### src/rtl/regfile_wb_arbiter.sv
// Round-robin write-back arbiter driving the single regfile write port, with a pending-write scoreboard.
// Optional bypass outputs (byp_valid/byp_addr) are enabled by defining WB_BYPASS_EN.
module regfile_wb_arbiter #(
    parameter int unsigned NREQ = 3,
    parameter int unsigned AW   = 5,
    parameter int unsigned DW   = 32
) (
    input  logic                 clock,
    input  logic                 reset_n,
    input  logic [NREQ-1:0]      req_valid,
    input  logic [NREQ*AW-1:0]   req_addr,
    input  logic [NREQ*DW-1:0]   req_data,
    output logic [NREQ-1:0]      req_ready,
    input  logic                 hold,
    input  logic                 rsv_en,
    input  logic [AW-1:0]        rsv_addr,
    output logic                 wr_en,
    output logic [AW-1:0]        wr_addr,
    output logic [(2**AW)-1:0]   wr_sel,
    output logic [DW-1:0]        wr_data,
    output logic [(2**AW)-1:0]   busy
`ifdef WB_BYPASS_EN
    ,
    output logic                 byp_valid,
    output logic [AW-1:0]        byp_addr
`endif
);

    localparam int unsigned NREG = 2 ** AW;
    localparam int unsigned PW   = (NREQ > 1) ? $clog2(NREQ) : 1;

    logic [PW-1:0]   ptr_q, ptr_d;
    logic            wr_en_q, wr_en_d;
    logic [AW-1:0]   wr_addr_q, wr_addr_d;
    logic [DW-1:0]   wr_data_q, wr_data_d;
    logic [NREG-1:0] busy_q, busy_d;

    logic [NREQ-1:0] grant;
    logic [PW-1:0]   win_idx;
    logic            xfer;
    logic [AW-1:0]   win_addr;
    logic [DW-1:0]   win_data;

    // Scan from ptr upward (mod NREQ); the first valid requester wins.
    always_comb begin : arbitrate
        logic [PW-1:0] cand;
        grant   = '0;
        win_idx = '0;
        xfer    = 1'b0;
        cand    = '0;
        for (int unsigned k = 0; k < NREQ; k++) begin
            cand = PW'((32'(ptr_q) + k) % NREQ);
            if (!xfer && req_valid[cand]) begin
                xfer        = 1'b1;
                grant[cand] = 1'b1;
                win_idx     = cand;
            end
        end
        if (hold || !reset_n) begin
            grant = '0;
            xfer  = 1'b0;
        end
    end

    assign req_ready = grant;
    assign win_addr  = req_addr[32'(win_idx)*AW +: AW];
    assign win_data  = req_data[32'(win_idx)*DW +: DW];

    always_comb begin
        ptr_d     = ptr_q;
        wr_en_d   = 1'b0;
        wr_addr_d = wr_addr_q;
        wr_data_d = wr_data_q;
        if (xfer) begin
            ptr_d     = PW'((32'(win_idx) + 1) % NREQ);
            wr_en_d   = (win_addr != '0);
            wr_addr_d = win_addr;
            wr_data_d = win_data;
        end
    end

    // Set after clear so a reservation at the commit edge (a newer writer) wins.
    always_comb begin
        busy_d = busy_q;
        if (wr_en_q) busy_d[wr_addr_q] = 1'b0;
        if (rsv_en)  busy_d[rsv_addr]  = 1'b1;
        busy_d[0] = 1'b0;
    end

    always_ff @(posedge clock) begin
        if (!reset_n) begin
            ptr_q     <= '0;
            wr_en_q   <= 1'b0;
            wr_addr_q <= '0;
            wr_data_q <= '0;
            busy_q    <= '0;
        end else begin
            ptr_q     <= ptr_d;
            wr_en_q   <= wr_en_d;
            wr_addr_q <= wr_addr_d;
            wr_data_q <= wr_data_d;
            busy_q    <= busy_d;
        end
    end

    assign wr_en   = wr_en_q;
    assign wr_addr = wr_addr_q;
    assign wr_data = wr_data_q;
    assign wr_sel  = wr_en_q ? (NREG'(1) << wr_addr_q) : '0;
    assign busy    = busy_q;

`ifdef WB_BYPASS_EN
    assign byp_valid = wr_en_q && (wr_addr_q != '0);
    assign byp_addr  = wr_addr_q;
`endif

endmodule
### config.mk
export PLATFORM = sky130hd
export DESIGN_NAME = regfile_wb_arbiter
export DESIGN_NICKNAME = d
export VERILOG_FILES = /design/src/rtl/regfile_wb_arbiter.sv
export SDC_FILE = /design/constraint.sdc
export NUM_CORES = 1
export LEC_CHECK = 0
export ABC_AREA = 1
export BUFFER_PORTS_ARGS = -buffer_cell sky130_fd_sc_hd__buf_2
export CAP_MARGIN = 40
export CORE_MARGIN = 2
export CORE_UTILIZATION = 25
export CTS_BUF_LIST = sky130_fd_sc_hd__clkbuf_8
export CTS_CLUSTER_DIAMETER = 60
export DETAILED_ROUTE_END_ITERATION = 7
export SYNTH_ARGS = -nofsm -noshare
export SYNTH_HDL_FRONTEND = slang
export SYNTH_SLANG_ARGS = --single-unit
### constraint.sdc
create_clock -name clock -period 6.2 [get_ports clock]
set_input_delay 0 -clock clock [delete_from_list [all_inputs] [get_ports clock]]
set_output_delay 0 -clock clock [all_outputs]
set_load 0.01 [all_outputs]
# Word-level counts from Yosys, hierarchy flattened
# Index checks and enable logic that the tools add are counted.
classes:
  add_sub_neg: 3
  multipliers: 1
  n_div: 4
  magnitude_cmp: 10
  n_shift: 3
  n_mux: 30
  bitwise: 5
  n_reduce_logical: 13
ops:
  columns: ["cell", "count"]
  rows:
  - ["remainder unit 32 x 2 -> 32 bit, second input constant", 3]
  - ["2-to-1 mux 32 bit", 3]
  - ["variable part select 96 x 8 -> 32 bit", 1]
  - ["AND 32 bit", 1]
  - ["remainder unit 2 x 2 -> 32 bit, second input constant", 1]
  - ["NOT 32 bit", 1]
  - ["bitwise OR 32 bit", 1]
  - ["<< shifter 1 x 5 -> 32 bit, first input constant", 1]
  - ["variable part select 15 x 6 -> 5 bit", 1]
  - ["< comparator 5 x 6 -> 1 bit, second input constant", 2]
  - ["2-to-1 mux 1 bit", 12]
  - ["2-to-1 mux 3 bit", 4]
  - ["demux 1 bit (select 5 bit)", 2]
  - ["greater-or-equal comparator 5 x 1 -> 1 bit, second input constant", 2]
  - ["< comparator 2 x 3 -> 1 bit, second input constant", 3]
  - ["logical AND 1 bit", 7]
  - ["adder 2 x 1 -> 3 bit, second input constant", 2]
  - ["binary-select mux 1 bit (select 2 bit)", 3]
  - ["demux 1 bit (select 2 bit)", 3]
  - ["greater-or-equal comparator 2 x 1 -> 1 bit, second input constant", 3]
  - ["2-to-1 mux 2 bit", 3]
  - ["bitwise OR 3 bit", 2]
  - ["multiplier 2 x 3 -> 5 bit, second input constant", 1]
  - ["nonzero test 5 bit", 1]
  - ["4 further kinds", 6]
word_totals:
  ff_bits: 72
  in_bits: 123
  output_inout_bits: 105
  wordCells: 75

# Longest topological paths before layout
# Gate-level depths: netlist of the first run.
depth:
  ltp_word: 13
  mapped_depth: 18
  mapped_depth_nobuf: 18

# Worst setup path after synthesis of the first run
# No wires, ideal clock.
synth_timing:
  kind: "register to register"
  from: "reg ptr_q[0]"
  to: "reg wr_data_q[10] (netlist: wr_data[10])"
  setup_ns: 0.122
  arrival_time_ns: 1.889
  required_ns: 6.078
  setup_slack_ns: 4.189
  stages_incl_launch_ff: 15
  path_buffers: 2
  period_less_slack_ns: 2.011
  path_cell_list: "dfxtp_1 inv_1 ha_1 inv_2 nand2_1 nand3_1 nand2_2 nand2_2 nand2_2 nand2_4 nand2_4 buf_6 buf_2 o21ai_0 a21oi_1"
synth_between:
  elab_chain_cells: 11
  word_cells_on_any_way: 23
  classes_between: "2 x add/sub; 3 x div; 1 x shift; 13 x mux; 4 x reduce/logical"
synth_rtl:
  columns: ["item", "line_no", "rtl"]
  rows:
  - ["start: declaration", "32", "logic [PW-1:0] ptr_q, ptr_d;"]
  - ["start signal: assignment", "98", "ptr_q <= ptr_d;"]
  - ["parallel branches: the longest is 11 deep, another holds remainder unit 32 x 2 -> 32 bit", null, null]
  - ["end signal: assignment", "101", "wr_data_q <= wr_data_d;"]
  - ["end: declaration", "35", "logic [DW-1:0] wr_data_q, wr_data_d;"]
# Parallel ways; which one is timed is not known. The select of a mux whose other input is x is not followed.
# A chain may end at the register's enable or synchronous reset.

# Worst setup path after layout of the first run
layout_timing:
  from: "reg ptr_q[0]"
  to: "reg wr_data_q[14] (netlist: wr_data[14])"
# Same word-level chain as after synthesis.

==> impl_metrics.env, run 1 <==
export IMPL_core_area_mm2=0.01520
export IMPL_cp_max_fo=71
export IMPL_period_needed_ns=3.651
export IMPL_fin_crit_sh=0.5889
export IMPL_via_count=5098
export IMPL_rrSetupSlack_ns=2.55
export IMPL_clock_path_buffers=2
export IMPL_fin_nets=993
export IMPL_status="finished clean"
export IMPL_synth_area_top_cells="dfxtp_1 (37%), a21oi_1 (17%), o21ai_0 (10%)"
export IMPL_p_clk_frac=0.158
export IMPL_grt_pass1_wl_um=23450
export IMPL_crit_type="reg2reg"
export IMPL_grt_pass1_vias=4724
export IMPL_route_detailed_drc=0
export IMPL_area_growth_pct=57.58
export IMPL_synth_seq_cells=71
export IMPL_grt_antenna_before_repair=1
export IMPL_postLayoutCellArea_mm2=0.006116
export IMPL_rr_worst_depth=14
export IMPL_worstPathArrival_ns=3.91
export IMPL_synthCells=575
export IMPL_ios=228
export IMPL_synth_area_mm2=0.003881
export IMPL_synth_warnings=0
export IMPL_crit_chain="inv_1, ha_1, inv_2, nand2_1, nand3_1, nand2_1, nand4_1, nand2_2, buf_4, a21oi_1, o21ai_1, dlygate4sd3_1, a21oi_1, dlygate4sd3_1"
export IMPL_fin_setup_tns_ns=0
export IMPL_hold_end="busy[11]"
export IMPL_syn_avg_cell_area_um2=6.750
export IMPL_grt_overflow=0
export IMPL_drtAntennaViolNets=0
export IMPL_tightest_slew_ns=0.7427
export IMPL_routedWlPerCell_um=14.46
export IMPL_ys_seq_area_frac=0.3662
export IMPL_powerDensity_mw_per_mm2=379.2
export IMPL_cts_sinks=71
export IMPL_fp_dieH_um=128.6
export IMPL_switching_share=0.4602
export IMPL_syn_nets=702
export IMPL_start_util=0.2553
export IMPL_cpPeakStageDelay_ns=0.61
export IMPL_power_frac_seq=0.249
export IMPL_synth_largest_area_cell="dfxtp_1"
export IMPL_yosys_area_top_type_share=0.3662
export IMPL_final_common_cell="buf_2"
export IMPL_cts_clk_slew_worst_paths_ns=0.09
export IMPL_grt_use_total=0.1788
export IMPL_grt_max_degree=72
export IMPL_first_pass_iters=5
export IMPL_relSlewSlack=0.5049
export IMPL_p_switching_mw=1.067
export IMPL_die_area_mm2=0.01654
export IMPL_worstSkewPairLatency_ns=0.36
export IMPL_drtIter0Drc=269
export IMPL_place_inst=960
export IMPL_endpoint_kind="register"
export IMPL_worstReg2RegEnd="wr_data[14]"
export IMPL_io_buffers=226
export IMPL_yosysUniqueCellTypes=32
export IMPL_cp_required_ns=6.46
export IMPL_ys_flop_type="dfxtp_1"
export IMPL_clock_fmax_mhz=273.9
export IMPL_mostFrequentLayoutCells="buf_2 (227), a21oi_1 (128), dlygate4sd3_1 (83)"
export IMPL_synth_edff_count=0
export IMPL_cts_root_buf="clkbuf_8"
export IMPL_rsz0062_at_grt="no"
export IMPL_crit_slowest_cell="dlygate4sd3_1"
export IMPL_worst_r2r_startpoint="ptr_q[0]"
export IMPL_ys_async_sr_fraction=0
export IMPL_n_antenna_cell=0
export IMPL_gp_congestion=0.8569
export IMPL_p_comb_frac=0.593
export IMPL_hold_viol=0
export IMPL_slew_violations=0
export IMPL_setup_viol_count_final=0
export IMPL_drive_gt1_frac=0.3011
export IMPL_holdCritStartpoint="rsv_addr[4]"
export IMPL_dp_hpwl_um=10410
export IMPL_startpoint_type="register"
export IMPL_die_w_um=128.6
export IMPL_p_leak_nw=3.045
export IMPL_irDropWorstVdd_mv=0.2298
export IMPL_post_cts_setup_buffer_count=0
export IMPL_ctsHtreeMaxLevel=3
export IMPL_place_area_mm2=0.005097
export IMPL_cts_tree="built"
export IMPL_vias_per_cell=4.819
export IMPL_final_cells=1058
export IMPL_final_setup_skew_ns=0.01497
export IMPL_drt_total_wl_um=15300
export IMPL_numCtsBuffers=9
export IMPL_p_int_mw=1.252
export IMPL_holdPathStages=4
export IMPL_hp_class="in2reg"
export IMPL_placementRows=45
export IMPL_drv_cap=0
-- power by group through the flow --
stage	sequential [mW]	combinational (mW)	clock, mW
6_report	0.578	1.38	0.367
3_5_place_dp	0.584	1.15	0
5_1_grt	0.587	1.54	0.404
2_1_floorplan	0.605	0.885	0
3_3_place_gp	0.587	1.15	0
4_1_cts	0.576	1.36	0.385
-- kinds of logic after synthesis --
kind of cell,synth area share
compound gates,0.3240
fa+ha+maj,0.01290
buf+inv,0.1096
flops,0.3662
other cells,0.0009662
simple gates,0.1863
-- cell type report --
class                           count  area [um^2]
Clock buffer                        9        123.9
Multi-Input combinational cell    407         2034
Inverter                           64        240.2
Tap cell                          188        235.2
Fill cell                        1578         9086
Clock inverter                      6        63.81
Timing Repair Buffer              313         1997
Sequential cell                    71         1421
-- metrics by stage --
stage               worst slack [ns]  hold WS (ns)    util  total power [mW]
finish                         2.549       0.03948  0.4023             2.319
global placement               3.248        0.2803  0.3340             1.740
detailed placement             3.230        0.2860  0.3353             1.739
CTS                            2.627     0.0001967  0.4023             2.321
global route                   2.268       0.02739  0.4023             2.530
floorplan                      4.189        0.1823       -             1.490
-- worst max path at each step --
stage / to / startpoint
4_1_cts: wr_data[30] / ptr_q[0]
6_report: wr_data[14] / ptr_q[0]
2_1_floorplan: wr_data[10] / ptr_q[0]
5_1_grt: wr_data[30] / ptr_q[0]
3_5_place_dp: wr_en / ptr_q[0]
3_3_place_gp: wr_en / ptr_q[0]
-- cells in the mapped netlist, types with 5 or more instances --
cell type,instances
inv_1,60
a31oi_1,7
dfxtp_1,71
o21ai_0,78
nor3_1,10
buf_2,9
o21ai_1,24
nand2_1,65
clkbuf_1,14
nand3_1,28
nand2_2,5
nor2_1,41
a21oi_1,128
-- what timing repair did --
item,4_1_cts,5_1_grt
hold endpoints to repair,46,0
hold buffers,83,0
gates resized for setup,0,0
-- worst max-delay path: cells and delay by family, from the launching register on --
family / cells / cell delay [ns]
fa+ha+maj: 1 / 0.39
compound gates: 3 / 0.28
buf+inv: 5 / 1.91
flops: 1 / 0.37
simple gates: 5 / 0.55
-- routing by layer --
layer  vias to the layer above  GRT usage  part of all wire
met3                        33    0.05946             0.089
li1                       2529          -                 -
met1                      2281     0.2035              0.41
met5                         -          0           0.00085
met2                       253     0.3094              0.48
met4                         2    0.07225             0.028
-- flip-flops by register name, summed over array words and instances (netlist names) --
register and flops:
busy 31, ptr_q 2, wr_addr 5, wr_data 32
wr_en 1
No activity file was read; power rests on OpenSTA's default activity.
==> run 2: changes to the inputs <==
clock period = 3.28 ns   (was 6.2 ns; I/O delays follow)
==> run 2 against run 1 <==
Effect of this change:
- combinational power increased by 96%
- wire length increased by 5.8%
- via count increased by 1.4%
- core utilization increased by 0.92 points
- sequential share of layout area decreased by 0.52 points
- first-iteration DRC count increased by 6.7%
- fmax increased by 22%
- cell area increased by 2.3%
- clock skew decreased by 0.0051 ns
- critical path depth decreased by 2
- critical path type unchanged
==> impl_metrics.env, run 2 (same netlist as run 1, synthesis figures left out) <==
export IMPL_tightest_slew_ns=0.7199
export IMPL_cts_clk_slew_worst_paths_ns=0.08
export IMPL_cts_sinks=71
export IMPL_die_area_mm2=0.01654
export IMPL_first_pass_iters=5
export IMPL_p_int_mw=2.599
export IMPL_final_common_cell="buf_2"
export IMPL_drt_total_wl_um=16190
export IMPL_area_growth_pct=61.19
export IMPL_start_util=0.2553
export IMPL_holdPathStages=5
export IMPL_powerDensity_mw_per_mm2=743.9
export IMPL_grt_antenna_before_repair=0
export IMPL_hold_viol=0
export IMPL_hp_class="in2reg"
export IMPL_via_count=5170
export IMPL_slew_violations=0
export IMPL_startpoint_type="register"
export IMPL_worstPathArrival_ns=3.24
export IMPL_core_area_mm2=0.01520
export IMPL_dp_hpwl_um=10560
export IMPL_die_w_um=128.6
export IMPL_rrSetupSlack_ns=0.28
export IMPL_route_detailed_drc=0
export IMPL_largest_reg_flops=32
export IMPL_clock_fmax_mhz=333.4
export IMPL_setup_viol_count_final=0
export IMPL_p_clk_frac=0.186
export IMPL_post_cts_setup_buffer_count=0
export IMPL_endpoint_kind="register"
export IMPL_multi_input_area_mm2=0.002043
export IMPL_rr_worst_depth=12
export IMPL_numCtsBuffers=9
export IMPL_grt_pass1_vias=4912
export IMPL_total_power_mw=4.654
export IMPL_grt_max_degree=64
export IMPL_io_buffers=226
export IMPL_p_leak_nw=3.075
export IMPL_fin_crit_sh=0.9144
export IMPL_routedWlPerCell_um=15.16
export IMPL_final_setup_skew_ns=0.009832
export IMPL_clock_path_buffers=2
export IMPL_status="finished clean"
export IMPL_cts_root_buf="clkbuf_8"
export IMPL_fin_nets=1001
export IMPL_seq_area_mm2=0.001421
export IMPL_placementRows=45
export IMPL_ctsHtreeMaxLevel=3
export IMPL_p_comb_frac=0.580
export IMPL_period_needed_ns=2.999
export IMPL_pre_cts_slack_ns=0.7275
export IMPL_power_frac_seq=0.234
export IMPL_crit_type="reg2reg"
export IMPL_cts_tree="built"
export IMPL_hold_ws_ns=0.03180
export IMPL_worstSkewPairLatency_ns=0.36
export IMPL_drv_cap=0
export IMPL_fin_setup_tns_ns=0
export IMPL_relSlewSlack=0.5187
export IMPL_cp_max_fo=48
export IMPL_drtAntennaViolNets=0
export IMPL_grt_overflow=0
export IMPL_drive_gt1_frac=0.3015
export IMPL_irDropWorstVdd_mv=0.4170
export IMPL_vias_per_cell=4.841
export IMPL_grt_pass1_wl_um=24430
export IMPL_mostFrequentLayoutCells="buf_2 (227), a21oi_1 (128), dlygate4sd3_1 (89)"
export IMPL_grt_use_total=0.1888
export IMPL_p_switching_mw=2.055
export IMPL_ios=228
export IMPL_drtIter0Drc=287
export IMPL_gp_congestion=0.8196
export IMPL_layout_setup_ws_ns=0.2809
export IMPL_switching_share=0.4415
export IMPL_fp_dieH_um=128.6
export IMPL_fillCellCount=1546
export IMPL_cp_required_ns=3.52
export IMPL_rsz0062_at_grt="no"
run 2: area by class of cell:
cell class / count / share of cell area
antenna: 1 / 0.0004000
clock inverter: 7 / 0.01800
sequential: 71 / 0.2272
inverter: 64 / 0.03840
clock buffer: 9 / 0.01980
tap: 188 / 0.03760
multi-input combinational: 407 / 0.3266
timing repair buffer: 321 / 0.3320
run 2: worst paths after layout:
kind,endpoint,startpoint
worst max-delay path,wr_data[11],ptr_q[0]
worst max register to register,wr_data[11],ptr_q[0]
worst min-delay path,wr_addr[4],req_addr[14]
worst min register to register,busy[10],busy[10]
run 2: routing by layer:
layer,global-route usage,up-vias,share of wire
li1,-,2548,-
met1,0.2150,2296,0.40
met2,0.3267,292,0.48
met3,0.05530,34,0.087
met4,0.08760,0,0.027
met5,0,-,0
run 2: critical path: stages (launching register included):
cell	delay [ns]
dfxtp_1	0.38
inv_1	0.08
ha_1	0.38
inv_2	0.16
nand3_1	0.11
nand2_2	0.16
nand4_4	0.16
nand2_8	0.28
buf_4	0.31
a21oi_1	0.09
o21ai_0	0.09
a21oi_1	0.08
dlygate4sd3_1	0.57
run 2: per-stage QoR:
step / instances / instance area [um^2] / util
after detailed placement: 962 / 5117 / 0.3366
after CTS: 1067 / 6245 / 0.4108
final: 1068 / 6256 / 0.4115
after global placement: 961 / 5112 / 0.3363
after floorplan: 575 / 3881 / -
after global routing: 1067 / 6254 / 0.4114
run 2: power by group through the flow:
stage               clock network, mW  registers [mW]  logic, mW
floorplan                           0            1.14       1.67
global placement                    0            1.10       2.19
detailed placement                  0            1.10       2.20
CTS                             0.893            1.08       2.63
global route                    0.922            1.10       2.99
finish                          0.866            1.09       2.70
run 2: what timing repair did:
item | 4_1_cts | 5_1_grt
setup endpoints to repair | 0 | 12
resized for setup | 0 | 1
hold endpoints to repair | 40 | 0
hold buffers | 89 | 0
